[src/rtl/game_fsm_ctrl.sv]
// Game-state controller: multi-life IDLE/PLAY/PAUSE/DYING/OVER FSM with pause toggle,
// respawn delay and apple-driven level counter. All outputs are registered.
module game_fsm_ctrl #(
    parameter int LIVES            = 3,
    parameter int LIFE_W           = 2,
    parameter int RESPAWN_TICKS    = 2,
    parameter int APPLES_PER_LEVEL = 5,
    parameter int LEVEL_W          = 3,
    parameter int MAX_LEVEL        = 7
) (
    input  logic               clk_1s,
    input  logic               rst,
    input  logic               start_btn,
    input  logic               pause_btn,
    input  logic               is_crash,
    input  logic               is_suicide,
    input  logic               apple_eaten,
    output logic [2:0]         state,
    output logic               running,
    output logic               game_over,
    output logic [LIFE_W-1:0]  lives,
    output logic [LEVEL_W-1:0] level,
    output logic               life_lost,
    output logic               level_up
);

    localparam int CNT_W = (APPLES_PER_LEVEL > 1) ? $clog2(APPLES_PER_LEVEL) : 1;
    localparam int RSP_W = (RESPAWN_TICKS > 1) ? $clog2(RESPAWN_TICKS) : 1;

    typedef enum logic [2:0] {
        ST_IDLE  = 3'd0,
        ST_PLAY  = 3'd1,
        ST_PAUSE = 3'd2,
        ST_DYING = 3'd3,
        ST_OVER  = 3'd4
    } state_t;

    state_t             r_state;
    logic [LIFE_W-1:0]  r_lives;
    logic [LEVEL_W-1:0] r_level;
    logic [CNT_W-1:0]   r_apple_cnt;
    logic [RSP_W-1:0]   r_respawn_cnt;
    logic               r_life_lost;
    logic               r_level_up;
    logic               r_running;
    logic               r_game_over;
    logic               r_start_q;
    logic               r_pause_q;

    state_t             w_state_nxt;
    logic [LIFE_W-1:0]  w_lives_nxt;
    logic [LEVEL_W-1:0] w_level_nxt;
    logic [CNT_W-1:0]   w_apple_nxt;
    logic [RSP_W-1:0]   w_respawn_nxt;
    logic               w_life_lost_nxt;
    logic               w_level_up_nxt;
    logic               w_running_nxt;
    logic               w_game_over_nxt;
    logic               w_start_rise;
    logic               w_pause_rise;
    logic               w_hit;

    assign w_start_rise = start_btn & ~r_start_q;
    assign w_pause_rise = pause_btn & ~r_pause_q;
    assign w_hit        = is_crash | is_suicide;

    always_ff @(posedge clk_1s or negedge rst) begin
        if (!rst) begin
            r_state       <= ST_IDLE;
            r_lives       <= LIFE_W'(LIVES);
            r_level       <= LEVEL_W'(1);
            r_apple_cnt   <= '0;
            r_respawn_cnt <= '0;
            r_life_lost   <= 1'b0;
            r_level_up    <= 1'b0;
            r_running     <= 1'b0;
            r_game_over   <= 1'b0;
            r_start_q     <= 1'b0;
            r_pause_q     <= 1'b0;
        end else begin
            r_state       <= w_state_nxt;
            r_lives       <= w_lives_nxt;
            r_level       <= w_level_nxt;
            r_apple_cnt   <= w_apple_nxt;
            r_respawn_cnt <= w_respawn_nxt;
            r_life_lost   <= w_life_lost_nxt;
            r_level_up    <= w_level_up_nxt;
            r_running     <= w_running_nxt;
            r_game_over   <= w_game_over_nxt;
            r_start_q     <= start_btn;
            r_pause_q     <= pause_btn;
        end
    end

    always_comb begin
        w_state_nxt     = r_state;
        w_lives_nxt     = r_lives;
        w_level_nxt     = r_level;
        w_apple_nxt     = r_apple_cnt;
        w_respawn_nxt   = r_respawn_cnt;
        w_life_lost_nxt = 1'b0;
        w_level_up_nxt  = 1'b0;
        case (r_state)
            ST_IDLE: begin
                if (w_start_rise) w_state_nxt = ST_PLAY;
            end
            ST_PLAY: begin
                // A hit wins the tick outright; pause and apple are dropped with it.
                if (w_hit) begin
                    w_lives_nxt     = r_lives - LIFE_W'(1);
                    w_life_lost_nxt = 1'b1;
                    if (r_lives == LIFE_W'(1)) begin
                        w_state_nxt = ST_OVER;
                    end else begin
                        w_state_nxt   = ST_DYING;
                        w_respawn_nxt = RSP_W'(RESPAWN_TICKS - 1);
                    end
                end else begin
                    if (w_pause_rise) w_state_nxt = ST_PAUSE;
                    if (apple_eaten) begin
                        if (r_apple_cnt == CNT_W'(APPLES_PER_LEVEL - 1)) begin
                            w_apple_nxt = '0;
                            if (r_level < LEVEL_W'(MAX_LEVEL)) begin
                                w_level_nxt    = r_level + LEVEL_W'(1);
                                w_level_up_nxt = 1'b1;
                            end
                        end else begin
                            w_apple_nxt = r_apple_cnt + CNT_W'(1);
                        end
                    end
                end
            end
            ST_PAUSE: begin
                if (w_pause_rise) w_state_nxt = ST_PLAY;
            end
            ST_DYING: begin
                if (r_respawn_cnt == '0) w_state_nxt = ST_PLAY;
                else                     w_respawn_nxt = r_respawn_cnt - RSP_W'(1);
            end
            ST_OVER: begin
                if (w_start_rise) begin
                    w_state_nxt = ST_PLAY;
                    w_lives_nxt = LIFE_W'(LIVES);
                    w_level_nxt = LEVEL_W'(1);
                    w_apple_nxt = '0;
                end
            end
            default: w_state_nxt = ST_IDLE;
        endcase
    end

    always_comb begin
        w_running_nxt   = (w_state_nxt == ST_PLAY);
        w_game_over_nxt = (w_state_nxt == ST_OVER);
    end

    assign state     = r_state;
    assign running   = r_running;
    assign game_over = r_game_over;
    assign lives     = r_lives;
    assign level     = r_level;
    assign life_lost = r_life_lost;
    assign level_up  = r_level_up;

endmodule

[config.mk]
export PLATFORM = sky130hd
export DESIGN_NAME = game_fsm_ctrl
export DESIGN_NICKNAME = d
export VERILOG_FILES = /design/src/rtl/game_fsm_ctrl.sv
export SDC_FILE = /design/constraint.sdc
export NUM_CORES = 1
export LEC_CHECK = 0
export CAP_MARGIN = 20
export CORE_AREA = 5 5 53 55
export DETAILED_ROUTE_END_ITERATION = 8
export DIE_AREA = 0 0 58 60
export PLACE_DENSITY_LB_ADDON = 0.12
export SYNTH_ARGS = -nofsm -noshare
export SYNTH_HDL_FRONTEND = slang
export SYNTH_SLANG_ARGS = --single-unit
[constraint.sdc]
create_clock -name clk_1s -period 1.9 [get_ports clk_1s]
set_clock_uncertainty 0.1 [all_clocks]
set_input_delay 0.285 -clock clk_1s [delete_from_list [all_inputs] [get_ports clk_1s]]
set_output_delay 0.285 -clock clk_1s [all_outputs]
set_load 0.01 [all_outputs]
# Word level (Yosys, flattened, before mapping)
# Index checks and enable logic that the tools add are counted.
[word_totals]
mem_bits_rw = 0
latchBits = 0
memories = 0
out_inout_bits = 12
register_bits = 18
rom_bits = 0
[classes]
add_sub_neg = 4
n_div = 0
mul = 0
n_eq_ne = 15
bitwise = 5
reduce_logical = 8
n_lt_le_gt_ge = 1
shift = 0
mux = 32
[ops]
columns = ["cell", "n"]
rows = [
  ["3-bit 2-to-1 mux", 15],
  ["2-bit != test (second input constant)", 7],
  ["3-bit case mux with 2 select lines", 2],
  ["3-bit case mux with 4 select lines", 1],
  ["1-bit 2-to-1 mux", 10],
  ["3-bit == test (second input constant)", 3],
  ["3-bit by 1-bit adder with 3-bit output (second input constant)", 2],
  ["3-bit by 1-bit == test with 1-bit output (second input constant)", 2],
  ["3-bit by 2-bit == test with 1-bit output (second input constant)", 2],
  ["3-bit AND reduction", 2],
  ["6-bit AND reduction", 1],
  ["2-bit 2-to-1 mux", 2],
  ["2-bit case mux with 2 select lines", 1],
  ["4-bit AND reduction", 1],
  ["2-bit nonzero test", 2],
  ["3-bit zero test", 1],
  ["3-bit < comparator (second input constant)", 1],
  ["1-bit bitwise AND", 2],
  ["2-bit by 1-bit == test with 1-bit output (second input constant)", 1],
  ["1-bit NOT", 2],
  ["1-bit case mux with 2 select lines", 1],
  ["2-bit OR reduction", 1],
  ["2-bit by 1-bit subtractor with 2-bit output (second input constant)", 1],
  ["1-bit OR", 1],
  ["1-bit subtractor (second input constant)", 1],
]

# Logic depth before layout (Yosys ltp)
[logic_depth]
ltp_word = 6
ltp_mapped = 5
mapped_depth_nobuf = 5

# Worst setup path after synthesis
# Ideal clock, no wire load.
[synth_path]
path_type = "register to register"
start = "register r_state[2] (netlist: state[2])"
end = "register r_apple_cnt[0]"
n_path_buf = 0
path_stages_with_launch = 4
setup_time_ns = 0.125
t_arrival_ns = 1.399
slack_ns = 0.276
period_less_slack_ns = 1.624
path_cell_list = "dfrtp_1 or3b_4 a2bb2o_4 mux2_4"
[synth_via]
elab_chain_cells = 3
[synth_rtl]
columns = ["element", "line_no", "text"]
rows = [
  ["from (decl)", "38", "state_t r_state;"],
  ["from (signal assigned)", "81", "r_state <= w_state_nxt;"],
  ["3-bit by 1-bit == test with 1-bit output or 3-bit == test (tied branches)", "103", "case (r_state)"],
  ["2-bit != test (no source line) or 2-bit nonzero test (tied branches)", "-", ""],
  ["4-bit AND reduction (no source line)", "-", ""],
  ["to (signal assigned)", "84", "r_apple_cnt <= w_apple_nxt;"],
  ["to (decl)", "41", "logic [CNT_W-1:0] r_apple_cnt;"],
]
# Several ways; a longest one is shown, not always the timed one.
# A chain may end at the register's enable or synchronous reset.

# Worst setup path in the final report
[layout_path]
start = "register r_level[0] (netlist: level[0])"
end = "output port level[0]"
[layout_lines]
columns = ["element", "line_no", "text"]
rows = [
  ["from (decl)", "40", "logic [LEVEL_W-1:0] r_level;"],
  ["from (signal assigned)", "83", "r_level <= w_level_nxt;"],
  ["to (decl)", "22", "output logic [LEVEL_W-1:0] level,"],
]
# No word-level cell between the ends.

==> flow_metrics.tcl <==
set metrics [dict create \
    outcome "complete, no violations" \
    maxSlewHeadroom 0.7459 \
    start_util 0.4241 \
    synth-seq-area-share 0.4572 \
    synth_nets 102 \
    hpwl_um 1679 \
    synth_top_area_share 0.3778 \
    dr_wl_met3_um 112 \
    critPathCaptureType "primary output" \
    required_ns 1.51 \
    post-place-cells 143 \
    reg2reg_slack_ns 0.19 \
    path_class "reg2out" \
    wl_um 2257 \
    pre_cts_ws_ns 0.04806 \
    rows 18 \
    hp-class "in2async" \
    wl_per_cell_um 15.25 \
    worst_slew_pin_slew_ns 0.3798 \
    dr.pass1.iters 4 \
    setup_ws_ns 0.1001 \
    synth-main-ff-cell "dfrtp_1" \
    cp.buffers_inverters 1 \
    port_buffers 18 \
    clk_latency_ns 0.29 \
    vias_per_cell 5.500 \
    netlist_area_um2 993.5 \
    numCtsBuffers 3 \
    drc 0 \
    htreeDepth 1 \
    whs_ns 0.2059 \
    grt_pass1_vias 851 \
    rr_startpoint "level[0]" \
    synth_edf_count 0 \
    max_freq_mhz 555.6 \
    startpoint_type "register" \
    final-hold-violation-count 0 \
    setup_viol 0 \
    drt-initial-drc-count 20 \
    num_antenna_cells 0 \
    cp_slowest_stage_delay_ns 0.58 \
    yosys_warnings 0 \
    clk_pin_slew_ns 0.11 \
    fin_cells 148 \
    top_layer "met4" \
    slew_violations 0 \
    cts_hold_buf 0 \
    synthArstFlopShare 1.000 \
    r2r-end "level[2]" \
    grt_pass1_wl_um 3995 \
    peakVddDrop_v 0.0008150 \
    avgSynthCellArea_um2 10.92 \
    total_power_mw 1.813 \
    syn2layout_area_growth_pct 30.10 \
    finalSetupTns_ns 0 \
    fillers 230 \
    ys_top_cells_by_area "dfrtp_1, dfstp_2, ha_1" \
    antenna_found_initial 0 \
    p_leak_nw 0.5380 \
    synth_cell_types 47 \
    yosysTopAreaCell "dfrtp_1" \
    arrival_ns 1.41 \
    wirelength_met1_um 1042 \
    grt_setup_unrepaired "no" \
    r2r_cells 5 \
    critPathSlowestCell "dfstp_2" \
    period_share 0.9473 \
    nets 130 \
    io-pin-count 19 \
    clock_path_buffers 2 \
    cts_sinks 18 \
    cp_max_fo 4 \
    place_congestion 0.8130 \
    wl_met2_um 1086 \
    antenna_left 0 \
    vias 814 \
    path_delay_family "flip-flops" \
    dieHeight_um 60 \
    cap_viol_max_count 0 \
    ys_seq_elements 18 \
    grt_max_degree 19 \
    core_um2 2342 \
    grt.total_usage 0.1536 \
    layout_min_cycle_time_ns 1.800 \
    root_buffer "clkbuf_4" \
    drive_gt1_frac 0.1949 \
    syn_inst 91 \
    overflow 0 \
    dieArea_um2 3480 \
    cts_tree "yes" \
    die_w_um 58 \
    crit_chain "clkdlybuf4s50_1" \
    p_per_area_nw_per_um2 1403 \
]
## cell usage after synthesis, types with 2 or more instances
library cell	count
nand4_1	2
dfrtp_1	15
a21oi_1	2
dfstp_2	3
nand3_1	4
inv_1	7
ha_1	4
nor3b_1	2
nand2b_1	2
nor2b_1	3
a22o_1	2
o21ai_0	4
nor2_1	3
and2b_1	2
o211ai_1	3
or3b_4	2
## per-layer routing
layer,global-route usage,vias to the layer above
met5,0,-
met1,0.2145,393
met4,0.06954,0
met2,0.2339,17
met3,0.02376,2
li1,-,402
## where the power goes
part | total (mW) | leakage [nW] | switching, mW | internal (mW)
clock | 0.241 | 0.0210 | 0.124 | 0.117
sequential | 0.647 | 0.213 | 0.110 | 0.537
combinational | 0.925 | 0.304 | 0.419 | 0.506
## cells by family after synthesis
family,count (synthesis),share of synthesized area
muxes,2,0.02518
adders and majority gates,4,0.05038
buffers and inverters,9,0.03526
and+or+nand+nor,35,0.2506
DFF,18,0.4572
AOI/OAI and AO/OA,23,0.1814
## stage by stage
step                        util  instance area [µm²]
after floorplan                -                993.5
after global placement    0.5326                 1247
after detailed placement  0.5326                 1247
after CTS                 0.5481                 1284
after global routing      0.5518                 1292
final                     0.5518                 1292
## repair_timing
| action | in CTS | in global routing |
|---|---|---|
| gates resized for setup | 0 | 1 |
| buffers inserted | 0 | 1 |
| endpoints found under the setup margin | 0 | 2 |
## flip-flops by register name, summed over array words and instances (netlist names)
signal,flops
level,3
life_lost,1
running,1
state,3
r_pause_q,1
game_over,1
r_start_q,1
r_respawn_cnt,1
level_up,1
lives,2
r_apple_cnt,3
## how the worst max path moves through the flow
stage          startpoint             end  depth (start not counted)
2_1_floorplan    state[2]  r_apple_cnt[0]                          3
3_3_place_gp   is_suicide         running                          4
3_5_place_dp   is_suicide         running                          4
4_1_cts          level[0]        level[0]                          1
5_1_grt          state[2]        state[2]                          2
6_report         level[0]        level[0]                          1
## cells in the final DEF (no fill, tap or decap), drive strengths merged, types with 2 or more instances in the layout
cell type | synthesis | final
clkdlybuf4s50 | 0 | 18
dfrtp | 15 | 15
inv | 7 | 7
buf | 1 | 7
o21ai | 4 | 4
nand3 | 4 | 4
ha | 4 | 4
clkbuf | 1 | 4
nor2b | 3 | 3
nor2 | 3 | 3
o211ai | 3 | 3
dfstp | 3 | 3
nor3b | 3 | 3
nand2b | 2 | 2
and2b | 2 | 2
or3b | 2 | 2
a21oi | 2 | 2
a22o | 2 | 2
nand4 | 2 | 2
or2 | 2 | 2
nor3 | 2 | 2
## final cells by class
cell class              instances  area (µm²)  area share
flip-flops and latches         18       455.4      0.3524
well taps                      30       37.54     0.02904
clock buffers                   4       36.28     0.02807
inverters                       7       26.28     0.02033
repair buffers                 25       232.7      0.1801
multi-input cells              64       504.2      0.3901
(Power assumes the default switching activity.)
